<file path="src/rtl/audio_bypass_xfade.sv">
// Wet/dry selector with a click-free linear crossfade over 2^RAMP_LOG2 samples.
// Define AUDIO_XFADE_EN for the gain ramp; otherwise a hard switch at the sample boundary.
module audio_bypass_xfade #(
    parameter int W         = 24,
    parameter int CH        = 2,
    parameter int RAMP_LOG2 = 6
) (
    input  logic            clk,
    input  logic            reset_n,
    input  logic            enable,
    input  logic            sample_trig,
    input  logic [CH*W-1:0] dry_in,
    input  logic [CH*W-1:0] wet_in,
    output logic [CH*W-1:0] data_out,
    output logic            valid_out,
    output logic            busy,
    output logic            wet_active
);

    localparam int GW = RAMP_LOG2 + 1;
    localparam logic [GW-1:0] G_MAX = {1'b1, {RAMP_LOG2{1'b0}}};

    typedef enum logic [1:0] {
        ST_DRY,
        ST_RAMP_UP,
        ST_WET,
        ST_RAMP_DOWN
    } state_t;

    state_t            state_q, state_d;
    logic [GW-1:0]     g_q, g_d;
    logic [CH*W-1:0]   data_q, data_d;
    logic              valid_q, valid_d;
    logic [CH*W-1:0]   blend;

    // Gain update: one step per strobe towards the requested end point.
    always_comb begin
        // NOTE: every always_comb output gets a default first so no latch is inferred.
        g_d = g_q;
        if (sample_trig) begin
`ifdef AUDIO_XFADE_EN
            if (enable && (g_q != G_MAX)) begin
                g_d = g_q + GW'(1);
            end else if (!enable && (g_q != '0)) begin
                g_d = g_q - GW'(1);
            end
`else
            g_d = enable ? G_MAX : '0;
`endif
        end
    end

    // Next state follows the new gain; direction comes from the sampled enable.
    always_comb begin
        state_d = state_q;
        if (sample_trig) begin
            if (g_d == G_MAX) begin
                state_d = ST_WET;
            end else if (g_d == '0) begin
                state_d = ST_DRY;
            end else if (enable) begin
                state_d = ST_RAMP_UP;
            end else begin
                state_d = ST_RAMP_DOWN;
            end
        end
    end

    always_comb begin
`ifdef AUDIO_XFADE_EN
        busy = (state_q == ST_RAMP_UP) || (state_q == ST_RAMP_DOWN);
`else
        busy = 1'b0;
`endif
        wet_active = (state_q == ST_WET);
    end

`ifdef AUDIO_XFADE_EN
    localparam int PW = W + RAMP_LOG2 + 2;

    logic signed [PW-1:0] g_wet, g_dry;

    assign g_wet = signed'(PW'(g_d));
    assign g_dry = signed'(PW'(G_MAX - g_d));

    // Convex blend, floor-shifted back to W bits; the endpoints reproduce the inputs exactly.
    for (genvar c = 0; c < CH; c++) begin : g_ch
        logic signed [PW-1:0] wet_s, dry_s, acc;

        assign wet_s = PW'(signed'(wet_in[c*W +: W]));
        assign dry_s = PW'(signed'(dry_in[c*W +: W]));
        assign acc   = wet_s * g_wet + dry_s * g_dry;
        assign blend[c*W +: W] = W'(acc >>> RAMP_LOG2);
    end
`else
    assign blend = enable ? wet_in : dry_in;
`endif

    always_comb begin
        data_d  = sample_trig ? blend : data_q;
        valid_d = sample_trig;
    end

    // NOTE: sequential state uses non-blocking assignments only.
    always_ff @(posedge clk) begin
        if (!reset_n) begin
            g_q     <= '0;
            state_q <= ST_DRY;
            data_q  <= '0;
            valid_q <= 1'b0;
        end else begin
            g_q     <= g_d;
            state_q <= state_d;
            data_q  <= data_d;
            valid_q <= valid_d;
        end
    end

    assign data_out  = data_q;
    assign valid_out = valid_q;

endmodule

</file>
<file path="config.mk">
export PLATFORM = sky130hd
export DESIGN_NAME = audio_bypass_xfade
export DESIGN_NICKNAME = d
export VERILOG_FILES = /design/src/rtl/audio_bypass_xfade.sv
export SDC_FILE = /design/constraint.sdc
export NUM_CORES = 1
export LEC_CHECK = 0
export ABC_AREA = 1
export ABC_CLOCK_PERIOD_IN_PS = 800
export BUFFER_PORTS_ARGS = -buffer_cell sky130_fd_sc_hd__buf_2
export CELL_PAD_IN_SITES_DETAIL_PLACEMENT = 0
export CELL_PAD_IN_SITES_GLOBAL_PLACEMENT = 1
export CORE_UTILIZATION = 25
export CTS_CLUSTER_SIZE = 25
export DETAILED_ROUTE_END_ITERATION = 7
export PLACE_DENSITY = 0.83
export SETUP_SLACK_MARGIN = 0.4
export SLEW_MARGIN = 25
export SYNTH_ARGS = -nofsm -noshare
export SYNTH_HDL_FRONTEND = slang
export SYNTH_SLANG_ARGS = --single-unit
export TNS_END_PERCENT = 30
</file>
<file path="constraint.sdc">
create_clock -name clk -period 0.8 [get_ports clk]
set_input_delay 0.12 -clock clk [delete_from_list [all_inputs] [get_ports clk]]
set_output_delay 0.12 -clock clk [all_outputs]
set_load 0.01 [all_outputs]
</file>
==> flow_summary.ini, run 1 <==
[status]
status = finished with violations
violations = negative setup slack

[flow_run]
cap_violations = 0

[global_routing]
grt_pass1_vias = 2595
grtUsageTotal = 0.1293
grt_start_max_net_pins = 38
antenna_found_initial = 0
overflow = 0
grt_pass1_wl_um = 11000

[final_layout]
finalNetCount = 665
antenna_cells = 0
layout_common_cells = 146 x nor2_1, 100 x buf_2, 99 x nand2_1
drive_gt1_frac = 0.3869
area_growth_pct = 53.82
final_common_cell = nor2_1
design_area_um2 = 3951

[detailed_routing]
initialDrtViolationCount = 45
via_per_inst = 4.142
routed_wl_um = 7023
num_vias = 2895
first_pass_iters = 4
routedWlPerCell_um = 10.05
drcViolationCount = 0
final_antenna_net_count = 0

[worst_setup_path]
critPathBufInv = 2
critPathTopFamily = flip-flops
crit_path_start_kind = flip-flop
setup.worst_path.end_class = output pin
crit_type = flip-flop to output pin
crit_chain = inv_1 > nor2_1 > buf_2
cp.required_ps = 680
crit_arrival_ps = 880
worst_path_largest_cell_delay_ps = 340
cp_slowest_cell = dfxtp_2
cp_max_fo = 2

[sta]
final_max_slew_viol_count = 0
setup_violations = 50
fin_hold_ws_ps = 117.1
final-hold-violation-count = 0
fmax_mhz = 1004
fin_ws_ps = -195.7
setup_tns_ps = -3115
skew_ps = 0
period_minus_slack_ps = 995.7
post-route-period-util = 1.245
rsz0062_at_grt = yes

[clocking]
cts_max_level = 2
clk_pin_slew_ps = 90
cts.sink_count = 51
clk_latency_ps = 290
root_buffer = clkbuf_8
cts_tree = done
clockBufferDepth = 2
cts-buffers-inserted = 5

[yosys]
syn_inst = 427
ys_warn_count = 0
syn_avg_cell_area_um2 = 6.016
synth_seq_cells = 51
ys_types = 13
syn_area_um2 = 2569
synth_seq_area_share = 0.3975
syn_nets = 527

[floorplan]
rows = 36
initial_utilization = 0.2604
coreArea_um2 = 9864
io_pins = 151
die_w_um = 103.4
die-area_um2 = 10680
fp.dieH_um = 103.4

[placement]
portBuffers = 149
dp_hpwl_um = 5105
placed_cell_area_um2 = 3461
gp_congestion = 0.7138

[worst_hold_path]
hold_class = input port to flip-flop

[power]
power_mw = 5.920
power_density_nw_per_um2 = 1498
ir_worst_vdd_v = 0.0006044
p_leak_nw = 2.141
## layer usage
metal | wire length, um | GRT usage
met1 | 2975 | 0.1348
met2 | 3606 | 0.2552
met3 | 365 | 0.02823
met4 | 76 | 0.03900
met5 | 0 | 0
## kinds of logic after synthesis
kind of cell / Yosys count / share of synthesized area
DFF: 51 / 0.3975
and+or+nand+nor: 246 / 0.3595
AOI/OAI and AO/OA: 49 / 0.09547
buffers and inverters: 80 / 0.1461
other: 1 / 0.001460
## layout make-up
type	count	area (um^2)
multi-input cells	296	1182
flip-flops and latches	51	1084
well taps	133	166.4
clock buffers	8	100.1
fillers	1076	5913
inverters	52	195.2
repair buffers	159	1224
## Yosys cell counts (all sizes together)
library cell | count | share of area
conb | 1 | 0.0015
clkbuf | 9 | 0.014
nand2 | 100 | 0.15
nor2 | 146 | 0.21
inv | 50 | 0.073
buf | 19 | 0.056
a21oi | 1 | 0.0019
o21ai | 48 | 0.094
dfxtp | 51 | 0.40
clkinv | 2 | 0.0029
## sequential cells by signal (all words and copies together), names as in the netlist
signal,flops
state_q,2
valid_out,1
data_out,48
## worst min-delay path: stages
cell and delay, ps:
buf_2 80, nand2_1 40, nand2_1 50, nor2_1 40, nor2_1 60
## power breakdown
part | total [mW] | internal [mW] | switching (mW)
Combinational | 1.44 | 0.776 | 0.661
Sequential | 2.88 | 2.76 | 0.124
Clock | 1.60 | 0.791 | 0.813
Total | 5.92 | 4.32 | 1.60
## stage by stage
stage / setup WS, ps / utilization / cells
3_3_place_gp: -56.47 / 0.3508 / 689
2_1_floorplan: 60.56 / - / 427
6_report: -195.7 / 0.4006 / 699
5_1_grt: -275.5 / 0.4006 / 699
4_1_cts: -213.5 / 0.3989 / 698
3_5_place_dp: -105.9 / 0.3508 / 689
## what timing repair did
| action | in CTS | in global routing |
|---|---|---|
| gates resized for setup | 99 | 3 |
| hold buffers | 0 | 0 |
| setup buffers | 1 | 1 |
| endpoints found under the hold margin | 0 | 0 |
| pin swaps | 6 | 4 |
| endpoints found under the setup margin | 100 | 101 |
| gates cloned | 0 | 0 |
## path summary, 6_finish.rpt
kind                            cells past startpoint  slack (ps)                 startpoint                         to
worst max-delay path                                3        -200    state_q[1]$_SDFFE_PN0P_                 wet_active
worst max register to register                      3         100  data_out[46]$_SDFFE_PN0P_  data_out[46]$_SDFFE_PN0P_
worst min register to register                      2         440    state_q[0]$_SDFFE_PN0P_    state_q[0]$_SDFFE_PN0P_
worst min-delay path                                5         120                 wet_in[40]  data_out[40]$_SDFFE_PN0P_
Power figures use the tool's default switching activity.
==> inputs of run 2 (changes only) <==
CTS_CLUSTER_DIAMETER = 80   (was unset)
GPL_TIMING_DRIVEN = 0   (was unset)
==> flow_summary.ini, run 2 (synthesis results as in run 1) <==
[detailed_routing]
via_per_inst = 4.080
drcViolationCount = 0
num_vias = 2917
final_antenna_net_count = 0
first_pass_iters = 4
routedWlPerCell_um = 10.55
initialDrtViolationCount = 65
routed_wl_um = 7545

[sta]
skew_ps = 0
setup_tns_ps = -3396
fin_ws_ps = -201.7
final-hold-violation-count = 0
fmax_mhz = 998.3
fin_hold_ws_ps = 104.6
period_minus_slack_ps = 1002
setup_violations = 50
rsz0062_at_grt = yes
post-route-period-util = 1.252
final_max_slew_viol_count = 0

[final_layout]
multi_input_area_um2 = 1181
design_area_um2 = 3999
seqCellArea_um2 = 1085
n_fill_cell = 1091
antenna_cells = 0
layout_common_cells = 145 x nor2_1, 104 x buf_2, 99 x nand2_1
final_common_cell = nor2_1
drive_gt1_frac = 0.3986
utilization = 0.4054
largest_reg_flops = 48
area_growth_pct = 55.67
finalNetCount = 681
final-instance-count-excl-fill = 715

[floorplan]
die_w_um = 103.4
io_pins = 151
initial_utilization = 0.2604
rows = 36
fp.dieH_um = 103.4
die-area_um2 = 10680
coreArea_um2 = 9864

[clocking]
cts_max_level = 2
cts_tree = done
root_buffer = clkbuf_8
clk_pin_slew_ps = 100
clk_latency_ps = 300
clockBufferDepth = 2
cts-buffers-inserted = 5
postCtsHoldBufs = 0
cts.sink_count = 51

[placement]
placed_cell_area_um2 = 3481
gp_congestion = 0.7227
dp_hpwl_um = 5788
pre_cts_slack_ps = -106.1
placed_cells = 706
portBuffers = 146

[worst_hold_path]
hold_class = input port to flip-flop

[global_routing]
grt_start_max_net_pins = 16
grt_pass1_wl_um = 11590
overflow = 0
grt_pass1_vias = 2539
antenna_found_initial = 0
grtUsageTotal = 0.1392

[worst_setup_path]
cp.required_ps = 680
crit_arrival_ps = 880
crit_path_start_kind = flip-flop
crit_type = flip-flop to output pin
cp_max_fo = 2
setup.worst_path.end_class = output pin

[status]
violations = negative setup slack
status = finished with violations

[flow_run]
cap_violations = 0

[power]
power_mw = 6.188
p_leak_nw = 2.179
power_density_nw_per_um2 = 1547
ir_worst_vdd_v = 0.0007242
[run 2: cell types whose count changed in the layout (fill, tap and decap cells not counted), sizes merged]
| cell | delta |
|---|---|
| buf | +8 |
| bufinv | +1 |
| clkbuf | +6 |
| clkinv | +1 |
[run 2: final timing paths]
path                                           startpoint                         to  slack [ps]  depth (start not counted)
worst min-delay path                           wet_in[11]  data_out[11]$_SDFFE_PN0P_         100                          5
worst min register to register    state_q[0]$_SDFFE_PN0P_    state_q[0]$_SDFFE_PN0P_         450                          2
worst max-delay path              state_q[1]$_SDFFE_PN0P_                 wet_active        -200                          3
worst max register to register  data_out[42]$_SDFFE_PN0P_  data_out[42]$_SDFFE_PN0P_         110                          3
[run 2: where the power goes]
| part | switching, mW | internal (mW) | leakage, nW |
|---|---|---|---|
| Combinational | 0.675 | 0.775 | 1.68 |
| Sequential | 0.126 | 2.76 | 0.439 |
| Clock | 0.842 | 1.01 | 0.0612 |
[run 2: repair_timing]
item	4_1_cts	5_1_grt
endpoints found under the hold margin	0	0
pin swaps	6	5
setup buffers	0	1
resized for setup	100	12
endpoints found under the setup margin	100	101
[run 2: routing by layer]
layer / global-route usage / wire, um / vias to the layer above
met5: 0 / 0 / -
met4: 0.03034 / 72 / 0
met3: 0.02823 / 367 / 7
met2: 0.2445 / 3748 / 81
met1: 0.1753 / 3357 / 1266
li1: - / - / 1563
[run 2: layout make-up]
class / count / share of cell area
multi-input combinational: 296 / 0.2954
clock buffer: 6 / 0.02065
timing repair buffer: 147 / 0.2613
inverter: 52 / 0.04881
clock inverter: 2 / 0.008761
sequential: 51 / 0.2713
tap: 133 / 0.04161
buffer: 28 / 0.05225
[run 2: critical path, stage by stage (launching register included)]
cell	delay, ps
dfxtp_2	350
inv_2	30
nor2_2	70
buf_2	130
==> inputs of run 3 (changes only) <==
SETUP_SLACK_MARGIN = unset   (was 0.4)
==> flow_summary.ini, run 3 (synthesis results as in run 1) <==
[placement]
portBuffers = 146
pre_cts_slack_ps = -192.3
dp_hpwl_um = 5660
placed_cells = 706
placed_cell_area_um2 = 3466
gp_congestion = 0.6990

[detailed_routing]
final_antenna_net_count = 0
initialDrtViolationCount = 45
routedWlPerCell_um = 10.35
routed_wl_um = 7401
first_pass_iters = 4
via_per_inst = 3.986
drcViolationCount = 0
num_vias = 2850

[clocking]
cts.sink_count = 51
cts_max_level = 2
postCtsHoldBufs = 0
cts-buffers-inserted = 5
root_buffer = clkbuf_8
clk_latency_ps = 290
clk_pin_slew_ps = 90
cts_tree = done
clockBufferDepth = 2

[final_layout]
antenna_cells = 0
final-instance-count-excl-fill = 715
area_growth_pct = 53.58
layout_common_cells = 145 x nor2_1, 107 x buf_2, 100 x nand2_1
utilization = 0.3999
design_area_um2 = 3945
drive_gt1_frac = 0.3900
final_common_cell = nor2_1
finalNetCount = 681
largest_reg_flops = 48

[sta]
setup_tns_ps = -3116
rsz0062_at_grt = yes
fin_ws_ps = -204.6
setup_violations = 50
post-route-period-util = 1.256
period_minus_slack_ps = 1005
skew_ps = 0
fin_hold_ws_ps = 110.7
final_max_slew_viol_count = 0
fmax_mhz = 995.4
final-hold-violation-count = 0

[floorplan]
fp.dieH_um = 103.4
die-area_um2 = 10680
die_w_um = 103.4
coreArea_um2 = 9864
io_pins = 151
rows = 36
initial_utilization = 0.2604

[power]
p_leak_nw = 2.170
power_density_nw_per_um2 = 1500
power_mw = 5.918
ir_worst_vdd_v = 0.0006400

[worst_setup_path]
setup.worst_path.end_class = output pin
crit_type = flip-flop to output pin
cp_max_fo = 2
crit_arrival_ps = 880
cp.required_ps = 680
crit_path_start_kind = flip-flop
r2r_cells = 2

[worst_hold_path]
worstHoldPathCells = 5
hold_class = input port to flip-flop

[status]
status = finished with violations
violations = negative setup slack

[global_routing]
grtUsageTotal = 0.1378
antenna_found_initial = 0
overflow = 0
grt_start_max_net_pins = 15
grt_pass1_vias = 2591
grt_pass1_wl_um = 11570

[flow_run]
cap_violations = 0
==> run 3: cell type report <==
type | count | area, um^2
plain buffers | 28 | 180.2
flip-flops and latches | 51 | 1084
clock buffers | 8 | 100.1
well taps | 133 | 166.4
fillers | 1088 | 5919
multi-input cells | 296 | 1175
repair buffers | 147 | 1045
inverters | 52 | 195.2
==> run 3: path summary, 6_finish.rpt <==
path	from	end	slack (ps)
max	state_q[1]$_SDFFE_PN0P_	wet_active	-200
min	wet_in[47]	data_out[47]$_SDFFE_PN0P_	110
max reg2reg	data_out[18]$_SDFFE_PN0P_	data_out[18]$_SDFFE_PN0P_	100
min reg2reg	state_q[0]$_SDFFE_PN0P_	state_q[0]$_SDFFE_PN0P_	460
==> run 3: per-layer routing <==
metal	routed length (um)	vias up	track usage	part of all wire
met5	0	-	0	0
met4	46	0	0.03250	0.0062
met3	499	5	0.04099	0.067
met2	3437	85	0.2364	0.46
met1	3418	1201	0.1691	0.46
li1	-	1559	-	-
==> run 3: where the power goes <==
| group | internal, mW | leakage [nW] | switching [mW] | total [mW] |
|---|---|---|---|---|
| clock | 0.792 | 0.0515 | 0.830 | 1.62 |
| combinational | 0.752 | 1.68 | 0.664 | 1.42 |
| sequential | 2.76 | 0.438 | 0.124 | 2.88 |
| total | 4.30 | 2.17 | 1.62 | 5.92 |
==> run 3: worst max-delay path: stages, from the launching register on <==
cell and delay, ps:
dfxtp_2 340, inv_2 30, nor2_2 90, buf_2 130
==> run 3: timing repair <==
item | 4_1_cts | 5_1_grt
setup buffers | 0 | 1
endpoints found under the hold margin | 0 | 0
setup endpoints to repair | 50 | 50
pin swaps | 0 | 1
gates resized for setup | 97 | 4
